## src/rtl/fifo_in_controller.sv

```systemverilog
// Push/pop sequencing for the 8x32 FIFO register file: pointers, occupancy, flags and ack/err status.
// Optional build macro FIFO_IN_ERR_EN enables wr_err/rd_err reporting and a sticky err_seen port.
module fifo_in_controller #(
    parameter int ADDR_W   = 3,
    parameter int AF_LEVEL = 6
) (
    input  logic              clk,
    input  logic              reset_n,
    input  logic              wr_en,
    input  logic              rd_en,
    output logic              rf_we,
    output logic [ADDR_W-1:0] rf_wAddr,
    output logic [ADDR_W-1:0] rf_rAddr,
    output logic              full,
    output logic              empty,
    output logic              almost_full,
    output logic [ADDR_W:0]   data_count,
    output logic              wr_ack,
    output logic              rd_ack,
    output logic              wr_err,
    output logic              rd_err,
    output logic [2:0]        state_dbg
`ifdef FIFO_IN_ERR_EN
    ,
    output logic              err_seen
`endif
);

    localparam int CNT_W = ADDR_W + 1;
    localparam int DEPTH = 1 << ADDR_W;

    typedef enum logic [2:0] {
        INIT   = 3'd0,
        NO_OP  = 3'd1,
        WRITE  = 3'd2,
        READ   = 3'd3,
        WR_RD  = 3'd4,
        WR_ERR = 3'd5,
        RD_ERR = 3'd6
    } state_t;

    state_t            state_q, state_d;
    logic [ADDR_W-1:0] head_q, tail_q;
    logic [CNT_W-1:0]  count_q, count_d;
    logic              full_q, empty_q, af_q;
    logic              wr_ok, rd_ok, wr_rej, rd_rej;
    logic              wr_ack_q, rd_ack_q, wr_err_q, rd_err_q;

    // Flags are registered, so acceptance never depends on this cycle's count update.
    assign wr_ok  = wr_en & ~full_q;
    assign rd_ok  = rd_en & ~empty_q;
    assign wr_rej = wr_en & full_q;
    assign rd_rej = rd_en & empty_q;
    assign rf_we  = wr_ok & reset_n;

    always_comb begin
        count_d = count_q;
        if (wr_ok && !rd_ok) begin
            count_d = count_q + CNT_W'(1);
        end else if (rd_ok && !wr_ok) begin
            count_d = count_q - CNT_W'(1);
        end
    end

    always_ff @(posedge clk) begin
        if (!reset_n) begin
            head_q   <= '0;
            tail_q   <= '0;
            count_q  <= '0;
            full_q   <= 1'b0;
            empty_q  <= 1'b1;
            af_q     <= 1'b0;
            wr_ack_q <= 1'b0;
            rd_ack_q <= 1'b0;
            wr_err_q <= 1'b0;
            rd_err_q <= 1'b0;
        end else begin
            if (wr_ok) tail_q <= tail_q + ADDR_W'(1);
            if (rd_ok) head_q <= head_q + ADDR_W'(1);
            count_q  <= count_d;
            full_q   <= (count_d == CNT_W'(DEPTH));
            empty_q  <= (count_d == '0);
            af_q     <= (count_d >= CNT_W'(AF_LEVEL));
            wr_ack_q <= wr_ok;
            rd_ack_q <= rd_ok;
            wr_err_q <= wr_rej;
            rd_err_q <= rd_rej;
        end
    end

    // State records the previous cycle's dominant operation; flags carry the full detail.
    always_comb begin
        state_d = NO_OP;
        if (state_q == INIT) begin
            state_d = NO_OP;
        end else if (wr_ok && rd_ok) begin
            state_d = WR_RD;
        end else if (wr_ok) begin
            state_d = WRITE;
        end else if (rd_ok) begin
            state_d = READ;
        end else if (wr_rej) begin
            state_d = WR_ERR;
        end else if (rd_rej) begin
            state_d = RD_ERR;
        end
    end

    always_ff @(posedge clk) begin
        if (!reset_n) state_q <= INIT;
        else          state_q <= state_d;
    end

    assign rf_wAddr    = tail_q;
    assign rf_rAddr    = head_q;
    assign full        = full_q;
    assign empty       = empty_q;
    assign almost_full = af_q;
    assign data_count  = count_q;
    assign wr_ack      = wr_ack_q;
    assign rd_ack      = rd_ack_q;
    assign state_dbg   = state_q;

`ifdef FIFO_IN_ERR_EN
    logic err_seen_q;

    always_ff @(posedge clk) begin
        if (!reset_n) err_seen_q <= 1'b0;
        else          err_seen_q <= err_seen_q | wr_rej | rd_rej;
    end

    assign wr_err   = wr_err_q;
    assign rd_err   = rd_err_q;
    assign err_seen = err_seen_q;
`else
    // Rejected requests are dropped without any report in this build.
    logic unused_err;
    assign unused_err = wr_err_q ^ rd_err_q;
    assign wr_err     = 1'b0;
    assign rd_err     = 1'b0;
`endif

endmodule

```

## config.mk

```make
export PLATFORM = sky130hd
export DESIGN_NAME = fifo_in_controller
export DESIGN_NICKNAME = d
export VERILOG_FILES = /design/src/rtl/fifo_in_controller.sv
export SDC_FILE = /design/constraint.sdc
export NUM_CORES = 1
export LEC_CHECK = 0
export ABC_AREA = 1
export BUFFER_PORTS_ARGS = -buffer_cell sky130_fd_sc_hd__clkbuf_2
export CORE_MARGIN = 4
export CORE_UTILIZATION = 50
export DETAILED_ROUTE_END_ITERATION = 6
export GPL_TIMING_DRIVEN = 0
export PLACE_DENSITY = 0.85
export SLEW_MARGIN = 20
export SYNTH_ARGS = -nofsm -noshare
export SYNTH_HDL_FRONTEND = slang
export SYNTH_SLANG_ARGS = --single-unit
```

## constraint.sdc

```tcl
create_clock -name clk -period 2.2 [get_ports clk]
set_input_delay 0.44 -clock clk [delete_from_list [all_inputs] [get_ports clk]]
set_output_delay 0.44 -clock clk [all_outputs]
set_load 0.01 [all_outputs]
```

# Yosys cells after proc, flatten, opt, wreduce, memory -nomap -nowiden
# Index checks and enable logic that the tools add are counted.
# word_totals
ff_bits	18
# classes
muxes	8
n_eq_ne	1
addsub	4
order_cmp	1
bitwise_logic	8
reduce_logical	9
# ops
operator	n
$mux 3	5
$mux 4	2
$add 3x1->3 const B	2
$and 1x1->1	5
$add 4x1->4 const B	1
$eq 4x4->1 const B	1
$ge 4x3->1 const B	1
$logic_not 4->1	1
$sub 4x1->4 const B	1
$logic_and 1x1->1	3
$logic_not 3->1	1
$not 1->1	3
$reduce_or 3->1	1
$logic_not 1->1	2
$reduce_or 2->1	1
$mux 1	1

# Logic depth before layout (Yosys ltp)
# Gate-level depths: netlist of run 1.
# logic_depth
ltp_word	7
depth_mapped	9

# Worst setup path before layout of run 1
# OpenSTA, ideal clock, no wires.
# synth_timing
path_kind	input-to-output
start	in reset_n
end	out rf_we
cell_stages	3
t_arrival_ns	1.116
path_buffers	1
t_required_ns	1.760
slack_ns	0.644
path_cell_list	clkbuf_1 -> clkinv_1 -> nor2_1
# synth_via
elab_chain_len	1
# synth_lines
item	line_no	rtl
from (decl)	8	input logic reset_n,
$and 1x1->1	54	assign rf_we = wr_ok & reset_n;
to (decl)	11	output logic rf_we,
# Every way passes these cells.

# Worst setup path after layout of run 1
# Ends and elaborated chain as after synthesis.

==> results of run 1 <==
==> cell usage in the layout, fill, tap and decap left out, types with 3 or more instances in the layout <==
cell type,netlist,layout
clkbuf_4,0,3
dfxtp_1,18,18
nor2_1,14,14
nand2_2,3,3
inv_1,10,10
clkbuf_2,0,21
ha_1,4,4
nand2_1,27,27
o21ai_0,3,3
a21oi_1,7,7
nand3_1,11,11
==> worst min-delay path: cells and delay by family <==
kind | cells | cell delay [ns]
AOI/OAI and AO/OA | 1 | 0.07
buffers and inverters | 2 | 0.19
==> state kept, by name (all words and copies together) (netlist names) <==
register and flops:
state_dbg 3, wr_ack 1, data_count 4, rf_rAddr 3
full 1, rf_wAddr 3, almost_full 1, rd_ack 1
empty 1
==> stage by stage <==
| step | total power (W) | utilization, % | hold slack (ns) | instance area (um2) | setup WS (ns) |
|---|---|---|---|---|---|
| floorplan | 0.000679 | - | 0.477 | 875 | 0.644 |
| global placement | 0.000770 | 63.4 | 0.442 | 1000 | 0.345 |
| detailed placement | 0.000793 | 63.4 | 0.453 | 1000 | 0.292 |
| CTS | 0.00100 | 65.7 | 0.449 | 1040 | 0.285 |
| global route | 0.00107 | 65.7 | 0.445 | 1040 | 0.157 |
| finish | 0.000998 | 65.7 | 0.450 | 1040 | 0.307 |
==> power groups by stage <==
stage	combinational [W]	clock, W	sequential, W
floorplan	0.000222	0	0.000457
global placement	0.000335	0	0.000435
detailed placement	0.000351	0	0.000441
CTS	0.000353	0.000214	0.000433
global route	0.000395	0.000228	0.000442
finish	0.000351	0.000214	0.000433
==> cell families after synthesis <==
logic type	Yosys count	synth area share (%)
AOI/OAI and AO/OA	12	7.47
xor gates and xnor gates	2	2.01
adders and majority gates	4	5.75
buffers and inverters	17	8.33
DFF	18	41.4
other	1	0.431
and+or+nand+nor	63	34.6
==> path summary, 6_finish.rpt <==
kind | end | slack, ns
setup / recovery | rf_we | 0.31
hold / removal | state_dbg[2] | 0.45
setup reg to reg | full | 0.74
hold reg to reg | rf_rAddr[2] | 0.46
==> layer usage <==
| layer | vias up | track usage, % | wire, um | share of wire [%] |
|---|---|---|---|---|
| li1 | 423 | - | - | - |
| met1 | 392 | 19.7 | 800 | 42 |
| met2 | 28 | 30.0 | 986 | 51 |
| met3 | 4 | 4.52 | 114 | 5.9 |
| met4 | 0 | 5.53 | 21 | 1.1 |
| met5 | - | 0 | 0 | 0 |
==> area by class of cell <==
| class | count | area share (%) |
|---|---|---|
| Buffer | 3 | 1.81 |
| Clock buffer | 4 | 3.50 |
| Inverter | 14 | 5.19 |
| Multi-Input combinational cell | 83 | 42.6 |
| Sequential cell | 18 | 34.8 |
| Tap cell | 16 | 1.93 |
| Timing Repair Buffer | 21 | 10.1 |
==> metrics, run 1 <==
Post-synth EDFFs 0; cell count of the worst reg-to-reg path 9; Ys Warns 0; post-detail-place hpwl 1540 um; latest clock arrival within the worst-skew pair 0.30 ns; CP Capture Type primary output; status finished clean; fin crit share 86.1%; antenna-violating nets left 0; maximum fanout along the worst path 9; CP max stage delay 0.35 ns; CTS Buffer Depth 2; final std cells w/o fill 159; Post-CTS Hold Fix Bufs 0; Clk pwr share 21.4%; worst setup path startpoint reset_n; synthesized flop and latch total 18; Final Setup Violations 0; setup TNS 0 ns; HP Start wr_en; vias per std cell roughly 5.3; synth unique cells 24; Root Buffer clkbuf_4; Cells after DPL 155; Gate Count Post-Synth 117; core area 1580 um2; routability congestion estimate 0.868; number of H-tree levels 1; DRC Markers 0; count leader, synth nand2_1; Synth area leader dfxtp_1; WP depth 4; clk_skew 0.00562 ns; initial antenna violation count 0; GRT Total Usage 17.0%; via count 847; Top FF cell, synth dfxtp_1; number of port buffers 21; CP startpoint kind primary input; clock sink count 18; synth top area cells dfxtp_1, nand2_1, nand3_1, nor2_1, ha_1; RSZ-0062 raised after global routing no; DRT Pass-1 Iters 6; pwr dens 964 nW/um2; GR Overflow Total 0; CP required 1.76 ns; Initial DRC Count 12; post-CTS sizing 0; Nets 152; Area Overhead vs Synth 19.0%; synthesized area per cell 7.44 um2; # fillers 134; final hold vios 0; CTS tree yes; Die W 49.7 um; fraction of layout cells with a size suffix above 1 a little over a quarter; share of the synthesized area in the top cell type 41.4%; Top Ports 25; P_int around 0.0006 W; clock slew at reported path FFs 0.11 ns; setup bufs post-CTS 0; fmax 528 MHz; # rows 14; total leakage power 0.541 nW; Worst VDD drop 0.579 mV; CP cell instances clkbuf_1, clkinv_1, nor2_1, clkbuf_2; Worst path slowest cell clkinv_1; Register Area ~360 um2; maxcap violations 0; Die Y-Extent 49.7 um; post-layout min period 1.89 ns; switching fraction of total power between 30% and 40%; Max Slew Vio Count 0; Sw Pwr between 0.0003 and 0.0004 W; global-route wire length before repair 3330 um; die area 2470 um2; Commonest cells post-synth nand2_1, dfxtp_1, nor2_1; FFs w/ async S/R, synth 0%; CP top delay family buffers and inverters; WHS Path Cells 3; vias in the first global route 801; sequential power share 43.4%; total CTS buffers 3; Worst Path Buf+Inv 3; RR Startpoint data_count[0]; largest net degree at the start of global routing 11; total wire length around 1900 um; Worst Path Arrival 1.45 ns; combinational power share a little over a third; multi-input logic area between 400 and 500 um2; critical path class in2out; Wirelength per Cell 12.1 um; sequential fraction of the synthesis area 41.4%; initial core utilization 55.2%; Hold Crit Class in2reg; Post-Syn Area 871 um2; Diodes inserted 0
(Power assumes the default switching activity.)
==> run 2: changes to the inputs <==
- CORE_UTILIZATION: 50 -> 44
- PLACE_DENSITY: 0.85 -> 0.8
- clock period: 2.2 -> 1.7 ns (I/O delays scaled with it)
==> run 2 against run 1 <==
  * Clock power shrank 7%
  * Register-to-register slack got worse by 0.50 ns
  * Worst hold slack got worse by 0.075 ns
  * First-iteration DRC count is the same
  * Utilization decreased by 8.4 points
  * Final area shrank 0.24%
  * Global-route usage decreased by 2.4 points
  * Critical endpoint unchanged
  * Largest cell class unchanged
==> metrics, run 2 (same netlist as run 1, synthesis figures left out) <==
antenna-violating nets left 0 (unchanged); DRC Markers 0 (unchanged); Die Y-Extent 52.5 um (was 49.7 um); max FFs per register 4 (unchanged); total leakage power 0.537 nW (was 0.541 nW); setup TNS 0 ns (unchanged); Clk pwr share 16.4% (was 21.4%); Max Slew Vio Count 0 (unchanged); GRT Total Usage 14.6% (was 17.0%); clock sink count 18 (unchanged); fraction of layout cells with a size suffix above 1 27.5% (was 27.3%); number of port buffers 21 (unchanged); Worst VDD drop 0.652 mV (was 0.579 mV); # fillers 184 (was 134); CTS Buffer Depth 2 (unchanged); DRT Pass-1 Iters 4 (was 6); Post-CTS Hold Fix Bufs 0 (unchanged); Sw Pwr 0.000464 W (was 0.000387 W); CP Capture Type primary output (unchanged); most frequent cells in the layout nand2_1, clkbuf_2, dfxtp_1, nor2_1, nand3_1 (unchanged); status finished clean (unchanged); clk_skew 0.000999 ns (was 0.00562 ns); worst setup path startpoint reset_n (unchanged); vias in the first global route 737 (was 801); Diodes inserted 0 (unchanged); Top Ports 25 (unchanged); post-CTS sizing 0 (unchanged); maximum fanout along the worst path 9 (unchanged); Die W 52.5 um (was 49.7 um); sequential power share 46.3% (was 43.4%); setup bufs post-CTS 0 (unchanged); die area 2750 um2 (was 2470 um2); commonest non-fill, non-tap cell in the layout nand2_1 (unchanged); P_int 0.000742 W (was 0.000611 W); Nets 152 (unchanged); total wire length 1780 um (was 1920 um); via count 801 (was 847); initial antenna violation count 0 (unchanged); Hold Crit Class in2reg (unchanged); fin crit share between 80% and 90%; CTS tree yes (unchanged); vias per std cell 4.80 (was 5.33); routability congestion estimate 0.851 (was 0.868); fmax approximately 700 MHz; RR Startpoint data_count[0] (unchanged); post-layout min period 1.46 ns; Area Overhead vs Synth 18.7% (was 19.0%); global-route wire length before repair 3040 um (was 3330 um); total power 0.00121 W (was 0.000998 W); total CTS buffers 3 (unchanged); post-detail-place hpwl 1430 um (was 1540 um); pwr dens 1170 nW/um2 (was 964 nW/um2); final hold vios 0 (unchanged); latest clock arrival within the worst-skew pair 0.28 ns (was 0.30 ns); number of H-tree levels 1 (unchanged); Final Setup Violations 0 (unchanged); switching fraction of total power 38.5% (was 38.8%); Initial DRC Count 12 (unchanged); Worst Path Arrival 1.12 ns (was 1.45 ns); # rows 15 (was 14); CP startpoint kind primary input (unchanged); GR Overflow Total 0 (unchanged); initial core utilization 48.3% (was 55.2%); critical path class in2out (unchanged); combinational power share 37.3% (was 35.2%); largest net degree at the start of global routing 10 (was 11); clock slew at reported path FFs 0.09 ns (was 0.11 ns); maxcap violations 0 (unchanged); Wirelength per Cell 10.6 um (was 12.1 um); CP required 1.36 ns (was 1.76 ns); HP Start wr_en (unchanged); Worst Hold Margin 0.375 ns (was 0.450 ns); Root Buffer clkbuf_4 (unchanged); RSZ-0062 raised after global routing no (unchanged); core area 1800 um2 (was 1580 um2)
## run 2: changes by cell type in the layout (fill, tap and decap cells not counted)
cell and delta:
clkbuf_8 -1, inv_2 +1, clkinv_1 -1
## run 2: per-stage QoR
stage / cell area (um2) / worst slack, ns / cells / util, %
5_1_grt: 1030 / 0.0913 / 167 / 57.4
6_report: 1030 / 0.241 / 167 / 57.4
3_3_place_gp: 1010 / 0.0346 / 164 / 56.1
3_5_place_dp: 1010 / 0.0103 / 164 / 56.1
4_1_cts: 1030 / 0.00920 / 167 / 57.4
2_1_floorplan: 875 / 0.344 / 118 / -
## run 2: final timing paths
kind / endpoint / slack (ns) / cells past startpoint
min reg2reg: rf_wAddr[2] / 0.47 / 2
max reg2reg: full / 0.24 / 9
min: state_dbg[2] / 0.37 / 3
max: rf_we / 0.24 / 4
## run 2: layout make-up
cell class,count,area (um2),share of cell area (%)
flip-flops and latches,18,360,34.9
well taps,25,31.3,3.03
plain buffers,3,18.8,1.82
inverters,14,53.8,5.21
multi-input cells,83,442,42.7
clock buffers,3,22.5,2.18
repair buffers,21,105,10.2
## run 2: layer usage
| layer | vias up | routed length [um] | global-route usage (%) |
|---|---|---|---|
| met5 | - | 0 | 0 |
| met4 | 0 | 10 | 8.94 |
| met3 | 2 | 106 | 2.56 |
| met2 | 26 | 849 | 23.8 |
| met1 | 352 | 809 | 17.7 |
| li1 | 421 | - | - |
## run 2: power by group through the flow
| stage | logic [W] | clock network (W) | registers, W |
|---|---|---|---|
| CTS | 0.000452 | 0.000207 | 0.000559 |
| floorplan | 0.000287 | 0 | 0.000592 |
| finish | 0.000450 | 0.000198 | 0.000558 |
| global placement | 0.000433 | 0 | 0.000563 |
| detailed placement | 0.000448 | 0 | 0.000569 |
| global route | 0.000513 | 0.000226 | 0.000569 |
## run 2: worst max-delay path, cell delays in order
cell and delay [ns]:
clkbuf_1 0.33, inv_2 0.18, nor2_1 0.13, clkbuf_2 0.13
